<file path="src/rtl/pwm_duty_sequencer.sv">
// Slew-limited duty ramp feeding PWM_Generator.SW, one code per step tick.
// Optional switch debounce is built when PWM_SEQ_DEBOUNCE_EN is defined.
module pwm_duty_sequencer #(
  parameter int STEP_CYCLES     = 1000,
  parameter int DEBOUNCE_CYCLES = 16
) (
  input  logic       sysclk,
  input  logic       reset,
  input  logic [3:0] SW,
  input  logic       enable,
  output logic [3:0] duty,
  output logic       busy,
  output logic       step_strobe
);

  localparam int TW = (STEP_CYCLES > 2) ? $clog2(STEP_CYCLES) : 1;

  typedef enum logic [1:0] {
    HOLD = 2'd0,
    UP   = 2'd1,
    DOWN = 2'd2
  } state_t;

  logic [3:0]    sw_s1;
  logic [3:0]    sw_sync;
  logic [3:0]    target;
  logic [TW-1:0] tmr;
  logic          tick;
  state_t        state;
  state_t        nxt;
  logic          step_up;
  logic          step_dn;

  always_ff @(posedge sysclk) begin
    if (reset) begin
      sw_s1   <= '0;
      sw_sync <= '0;
    end else begin
      sw_s1   <= SW;
      sw_sync <= sw_s1;
    end
  end

`ifdef PWM_SEQ_DEBOUNCE_EN
  localparam int CW = $clog2(DEBOUNCE_CYCLES + 1);

  logic [3:0]    cand;
  logic [CW-1:0] cnt;

  // Candidate must survive DEBOUNCE_CYCLES equal samples before it is taken.
  always_ff @(posedge sysclk) begin
    if (reset) begin
      cand   <= '0;
      cnt    <= '0;
      target <= '0;
    end else if (sw_sync != cand) begin
      cand <= sw_sync;
      cnt  <= '0;
    end else if (cnt == CW'(DEBOUNCE_CYCLES - 1)) begin
      target <= cand;
    end else begin
      cnt <= cnt + 1'b1;
    end
  end
`else
  always_ff @(posedge sysclk) begin
    if (reset) target <= '0;
    else       target <= sw_sync;
  end
`endif

  // Tick is registered so a resumed ramp steps STEP_CYCLES+1 edges later.
  always_ff @(posedge sysclk) begin
    if (reset || !enable) begin
      tmr  <= '0;
      tick <= 1'b0;
    end else if (tmr == TW'(STEP_CYCLES - 1)) begin
      tmr  <= '0;
      tick <= 1'b1;
    end else begin
      tmr  <= tmr + 1'b1;
      tick <= 1'b0;
    end
  end

  always_comb begin
    nxt = HOLD;
    if (target > duty)      nxt = UP;
    else if (target < duty) nxt = DOWN;
  end

  assign step_up = tick && enable && (state == UP) && (duty != 4'hF);
  assign step_dn = tick && enable && (state == DOWN) && (duty != 4'h0);

  always_ff @(posedge sysclk) begin
    if (reset) begin
      state       <= HOLD;
      duty        <= '0;
      busy        <= 1'b0;
      step_strobe <= 1'b0;
    end else begin
      state       <= nxt;
      busy        <= (nxt != HOLD);
      step_strobe <= step_up || step_dn;
      if (step_up)      duty <= duty + 1'b1;
      else if (step_dn) duty <= duty - 1'b1;
    end
  end

endmodule
</file>
<file path="config.mk">
export PLATFORM = sky130hd
export DESIGN_NAME = pwm_duty_sequencer
export DESIGN_NICKNAME = d
export VERILOG_FILES = /design/src/rtl/pwm_duty_sequencer.sv
export SDC_FILE = /design/constraint.sdc
export NUM_CORES = 1
export LEC_CHECK = 0
export CAP_MARGIN = 40
export CELL_PAD_IN_SITES_DETAIL_PLACEMENT = 1
export CELL_PAD_IN_SITES_GLOBAL_PLACEMENT = 1
export CORE_MARGIN = 1.5
export CORE_UTILIZATION = 40
export CTS_BUF_LIST = sky130_fd_sc_hd__clkbuf_2
export DETAILED_ROUTE_END_ITERATION = 10
export GPL_ROUTABILITY_DRIVEN = 0
export GPL_TIMING_DRIVEN = 0
export HOLD_SLACK_MARGIN = 0.08
export PLACE_DENSITY = 0.77
export REMOVE_ABC_BUFFERS = 1
export SYNTH_ARGS = -nofsm -noshare
export SYNTH_HDL_FRONTEND = slang
export SYNTH_SLANG_ARGS = --single-unit
</file>
<file path="constraint.sdc">
create_clock -name sysclk -period 1.9 [get_ports sysclk]
set_input_delay 0.38 -clock sysclk [delete_from_list [all_inputs] [get_ports sysclk]]
set_output_delay 0.38 -clock sysclk [all_outputs]
set_load 0.05 [all_outputs]
</file>
[Word level (Yosys, flattened, before mapping)]
Index checks and enable logic that the tools add are counted.
Storage, ports and cells
  input bits: 7
  output and inout bits: 6
  register bits: 31
  word-level logic and storage cells: 35
Cells by class
  $lt $le $gt $ge: 2
  reduce and logical (&&, ||, !) cells: 12
  add/subtract/negate cells: 3
  mux-type cells: 5
  eq/ne operators: 4
Operators by type and width (number)
  adder 10 x 1 -> 10 bit (second input constant): 1
  equality test 10 bit (second input constant): 1
  2-to-1 mux 4 bit: 2
  logical AND 1 bit: 5
  adder 4 x 1 -> 4 bit (second input constant): 1
  > comparator 4 bit: 1
  < comparator 4 bit: 1
  2-to-1 mux 2 bit: 2
  inequality test 4 bit (second input constant): 1
  nonzero test 2 bit: 2
  nonzero test 4 bit: 1
  subtractor 4 x 1 -> 4 bit (second input constant): 1
  equality test 2 x 1 -> 1 bit (second input constant): 1
  equality test 2 bit (second input constant): 1
  logical OR 1 bit: 2
  OR reduction 2 bit: 1
  logical NOT 1 bit: 1
  2-to-1 mux 1 bit: 1

[Depth between registers and ports, before layout]
  depth in word-level cells: 5
  gate-level depth with buffers: 7
  depth with buffers taken out: 7

[Worst setup path before layout]
No wires, ideal clock.
  path kind: reg2reg
  start point: register duty[0]
  end point: register duty[3]
  stages on the path, launching flop included: 8
  library setup time: 0.121 ns
  path buffers: 0
  data required time: 1.779 ns
  arrival time: 2.315 ns
  clock period less this slack: 2.436 ns
  slack: -0.536 ns
  cell sequence: dfxtp_1 -> nand4_1 -> nand3_1 -> ha_1 -> a21o_2 -> a21oi_1 -> mux2i_1 -> mux2_2
On the way
  cells in the longest elaborated chain, start to end: 3
  elaborated cells between the ends (all ways): 9
  classes of those cells: add/sub (2); eq/ne (1); mux (2); reduce/logical (4)
Ends and longest elaborated chain
  start: declaration: line 11  | output logic [3:0] duty,
  start signal: assignment: line 105  | if (step_up) duty <= duty + 1'b1;
  start signal: assignment: line 106  | else if (step_dn) duty <= duty - 1'b1;
  subtractor 4 x 1 -> 4 bit, or another cell as far along: line 106
  2-to-1 mux 4 bit, or another cell as far along: line 106
  2-to-1 mux 4 bit / nonzero test 2 bit (equally long branches)
Parallel ways exist; a longest one is shown, timed or not. The select of a mux whose other input is x is not followed.
A chain may end at the register's enable or synchronous reset.

[Worst setup path after layout]
Ends and elaborated chain as after synthesis.

==> out/qor.csv <==
stage,metric,value,unit
run_status,status,"complete, but fails checks",
run_status,failed_checks,setup timing,
sta,maxSlewViolCount,0,
hold_path,min_to,target[3]$_SDFF_PP0_,
sta,fin_ws,-3.27,ps
placed_design,place_ws,-846,ps
yosys,ys.flop_type,dfxtp_1,
clock_tree,cts_root_buf,clkbuf_2,
layout,layout-drive-gt1-share,22.3,%
floorplanning,rows,20,
sta,clock_skew,15.9,ps
worst_setup_path,reg2reg_from,duty[0]$_SDFFE_PP0P_,
power,sw_frac_of_total,25.0,%
global_route,grt_use_total,15.7,%
sta,rsz0062_at_grt,true,
placed_design,dp_hpwl,1.81,mm
routing,dr_total_vias,1009,
worst_setup_path,path_class,flip-flop to flip-flop,
global_route,grt_pass1_wl,4.06,mm
layout,final_cells,201,
sta,post-route-min-period,1900,ps
routing,wl,2.86,mm
floorplanning,die_area,0.00355,mm2
clock_tree,cts.reportedPaths.clkPinSlew,170,ps
sta,tightest_slew,737,ps
floorplanning,die_y,59.5,um
hold_path,worstHoldStart,sw_sync[3]$_SDFF_PP0_,
yosys,synth.area.top_cells,"dfxtp_1, ha_1, nor2b_1",
yosys,synth_edf_count,0,
layout,nets,171,
floorplanning,io_pins,13,
sta,max_freq,525,MHz
power,power_density,642,mW/mm2
yosys,async_flop_share,0,%
global_route,grt-ovfl-total,0,
power,clkPwrFrac,30.2,%
worst_setup_path,end_kind,flip-flop,
sta,hold_violations,0,
clock_tree,clock_path_buffers,2,
yosys,synth_top_area_share,48.5,%
routing,drc,0,
floorplanning,coreArea,0.00305,mm2
clock_tree,clock_latency,370,ps
floorplanning,die_w,59.5,um
placed_design,dpl_cell_area,0.00144,mm2
layout,diodes,0,
routing,antenna_left,0,
clock_tree,cts_inserted_buffers,5,
worst_setup_path,r2r_setup_slack,-3,ps
worst_setup_path,regToRegEndpoint,duty[3]$_SDFFE_PP0P_,
power,p_sw,262,uW
worst_setup_path,cp-start-kind,flip-flop,
routing,via_per_inst,5.02,
placed_design,io_buffers,12,
global_route,grt_max_degree,23,
hold_path,hp-class,flip-flop to flip-flop,
yosys,syn_avg_cell_area,9.99,um2
clock_tree,cts_max_level,2,
clock_tree,cts.sinks,31,
routing,firstDrtPassIters,4,
yosys,netlist_instances,128,
run,maxCapViolCount,0,
yosys,synth_top_area_cell,dfxtp_1,
routing,wl_per_cell,14.2,um
power,leakagePower,0.000661,uW
layout,area_growth,27.7,%
worst_setup_path,r2r_cells,7,
power,peakVddDrop,0.000373,V
sta,fin_setup_tns,-3.27,ps
sta,relSlewSlack,50.7,%
yosys,synth.yosys.warnings,0,
global_route,grt_antenna_before_repair,0,
layout,fin_area,0.00163,mm2
power,seqPwrFrac,63.5,%
placed_design,dp.cells,181,
yosys,syn_area,0.00128,mm2
clock_tree,cts_tree,built,
power,combPwrFrac,6.3,%
yosys,ys_types,38,
worst_setup_path,worst_ep_required_time,2180,ps
sta,hold_ws,457,ps
routing,drtIter0Drc,24,
worst_setup_path,path_max_fanout,7,
hold_path,min_path_cells,1,
yosys,post-synth-top-count-cell,dfxtp_1,
yosys,yosys-top-cells-count,"dfxtp_1, nor2b_1, nor2_1",
power,internal-power,787,uW
yosys,yosysSeqAreaShare,48.5,%
floorplanning,start_util,41.9,%
yosys,ys_seq_elements,31,
worst_setup_path,worstPathArrival,2190,ps
sta,period_share,100,%
clock_tree,postCtsHoldBufs,0,
sta,setup_viol,1,
global_route,grt_pass1_vias,1006,
-- per-stage QoR --
stage | total power (uW) | utilization [%]
floorplan | 720 | -
global placement | 747 | 47.1
detailed placement | 751 | 47.1
CTS | 1070 | 49.7
global route | 1100 | 53.5
finish | 1050 | 53.5
-- cell families after synthesis --
logic type	after synthesis	synth area share, %
xor+xnor	6	4.11
buf+inv	8	2.64
fa+ha+maj	8	8.41
compound gates	21	11.5
mux	2	1.66
simple gates	52	23.1
flops	31	48.5
-- critical path, cell delays in order, from the launching register on --
cell and delay (ps):
dfxtp_4 410, nand4_1 160, nand3_4 160, ha_4 210, a21o_4 200, a21oi_4 120, mux2i_1 200, mux2_2 350
-- per-layer routing --
| metal | part of all wire, % | up-vias | global-route usage [%] |
|---|---|---|---|
| met4 | 1.7 | 0 | 9.84 |
| met1 | 41 | 483 | 15.8 |
| met5 | 0 | - | 0 |
| met2 | 54 | 18 | 27.3 |
| met3 | 3.4 | 4 | 5.68 |
| li1 | - | 504 | - |
-- state kept, by name, summed over array words and instances, names as in the netlist --
name	count
sw_s1	4
tick	1
busy	1
step_strobe	1
sw_sync	4
target	4
duty	4
state	2
tmr	10
-- what timing repair did --
action	CTS	global route
buffers inserted	2	10
endpoints found under the hold margin	0	0
pin swaps	2	4
endpoints found under the setup margin	6	8
resized for setup	17	7
-- cell usage in the layout (no fill, tap or decap), drive strengths merged, types with 3 or more instances in the layout --
master / netlist / final
nor3: 4 / 4
inv: 5 / 5
dlygate4sd2: 0 / 6
buf: 1 / 12
ha: 7 / 7
xor2: 4 / 4
a21oi: 6 / 6
clkdlybuf4s50: 0 / 5
o21ai: 3 / 3
nand3: 7 / 7
nor2b: 14 / 14
nor2: 12 / 12
dfxtp: 31 / 31
clkbuf: 2 / 6
-- cell type report --
cell class                 instances  area, um2
fill                             368       1420
multi-input combinational         89        676
clock inverter                     2       12.5
sequential                        31        636
tap                               44       55.1
inverter                           5       18.8
clock buffer                       6       30.0
timing repair buffer              24        205
-- power groups by stage --
stage	clock (uW)	combinational, uW	sequential [uW]
3_3_place_gp	0	61.9	685
4_1_cts	335	64.8	670
5_1_grt	361	72.2	669
3_5_place_dp	0	64.7	686
2_1_floorplan	0	28.6	692
6_report	316	66.2	666
-- worst max-delay path by stage --
stage | from | endpoint | cells past startpoint
after floorplan | duty[0]$_SDFFE_PP0P_ | duty[3]$_SDFFE_PP0P_ | 7
after global placement | enable | duty[3]$_SDFFE_PP0P_ | 8
after detailed placement | enable | duty[3]$_SDFFE_PP0P_ | 8
after CTS | state[1]$_SDFF_PP0_ | duty[3]$_SDFFE_PP0P_ | 7
after global routing | duty[0]$_SDFFE_PP0P_ | duty[3]$_SDFFE_PP0P_ | 7
final | duty[0]$_SDFFE_PP0P_ | duty[3]$_SDFFE_PP0P_ | 7
No activity file was read; power rests on OpenSTA's default activity.
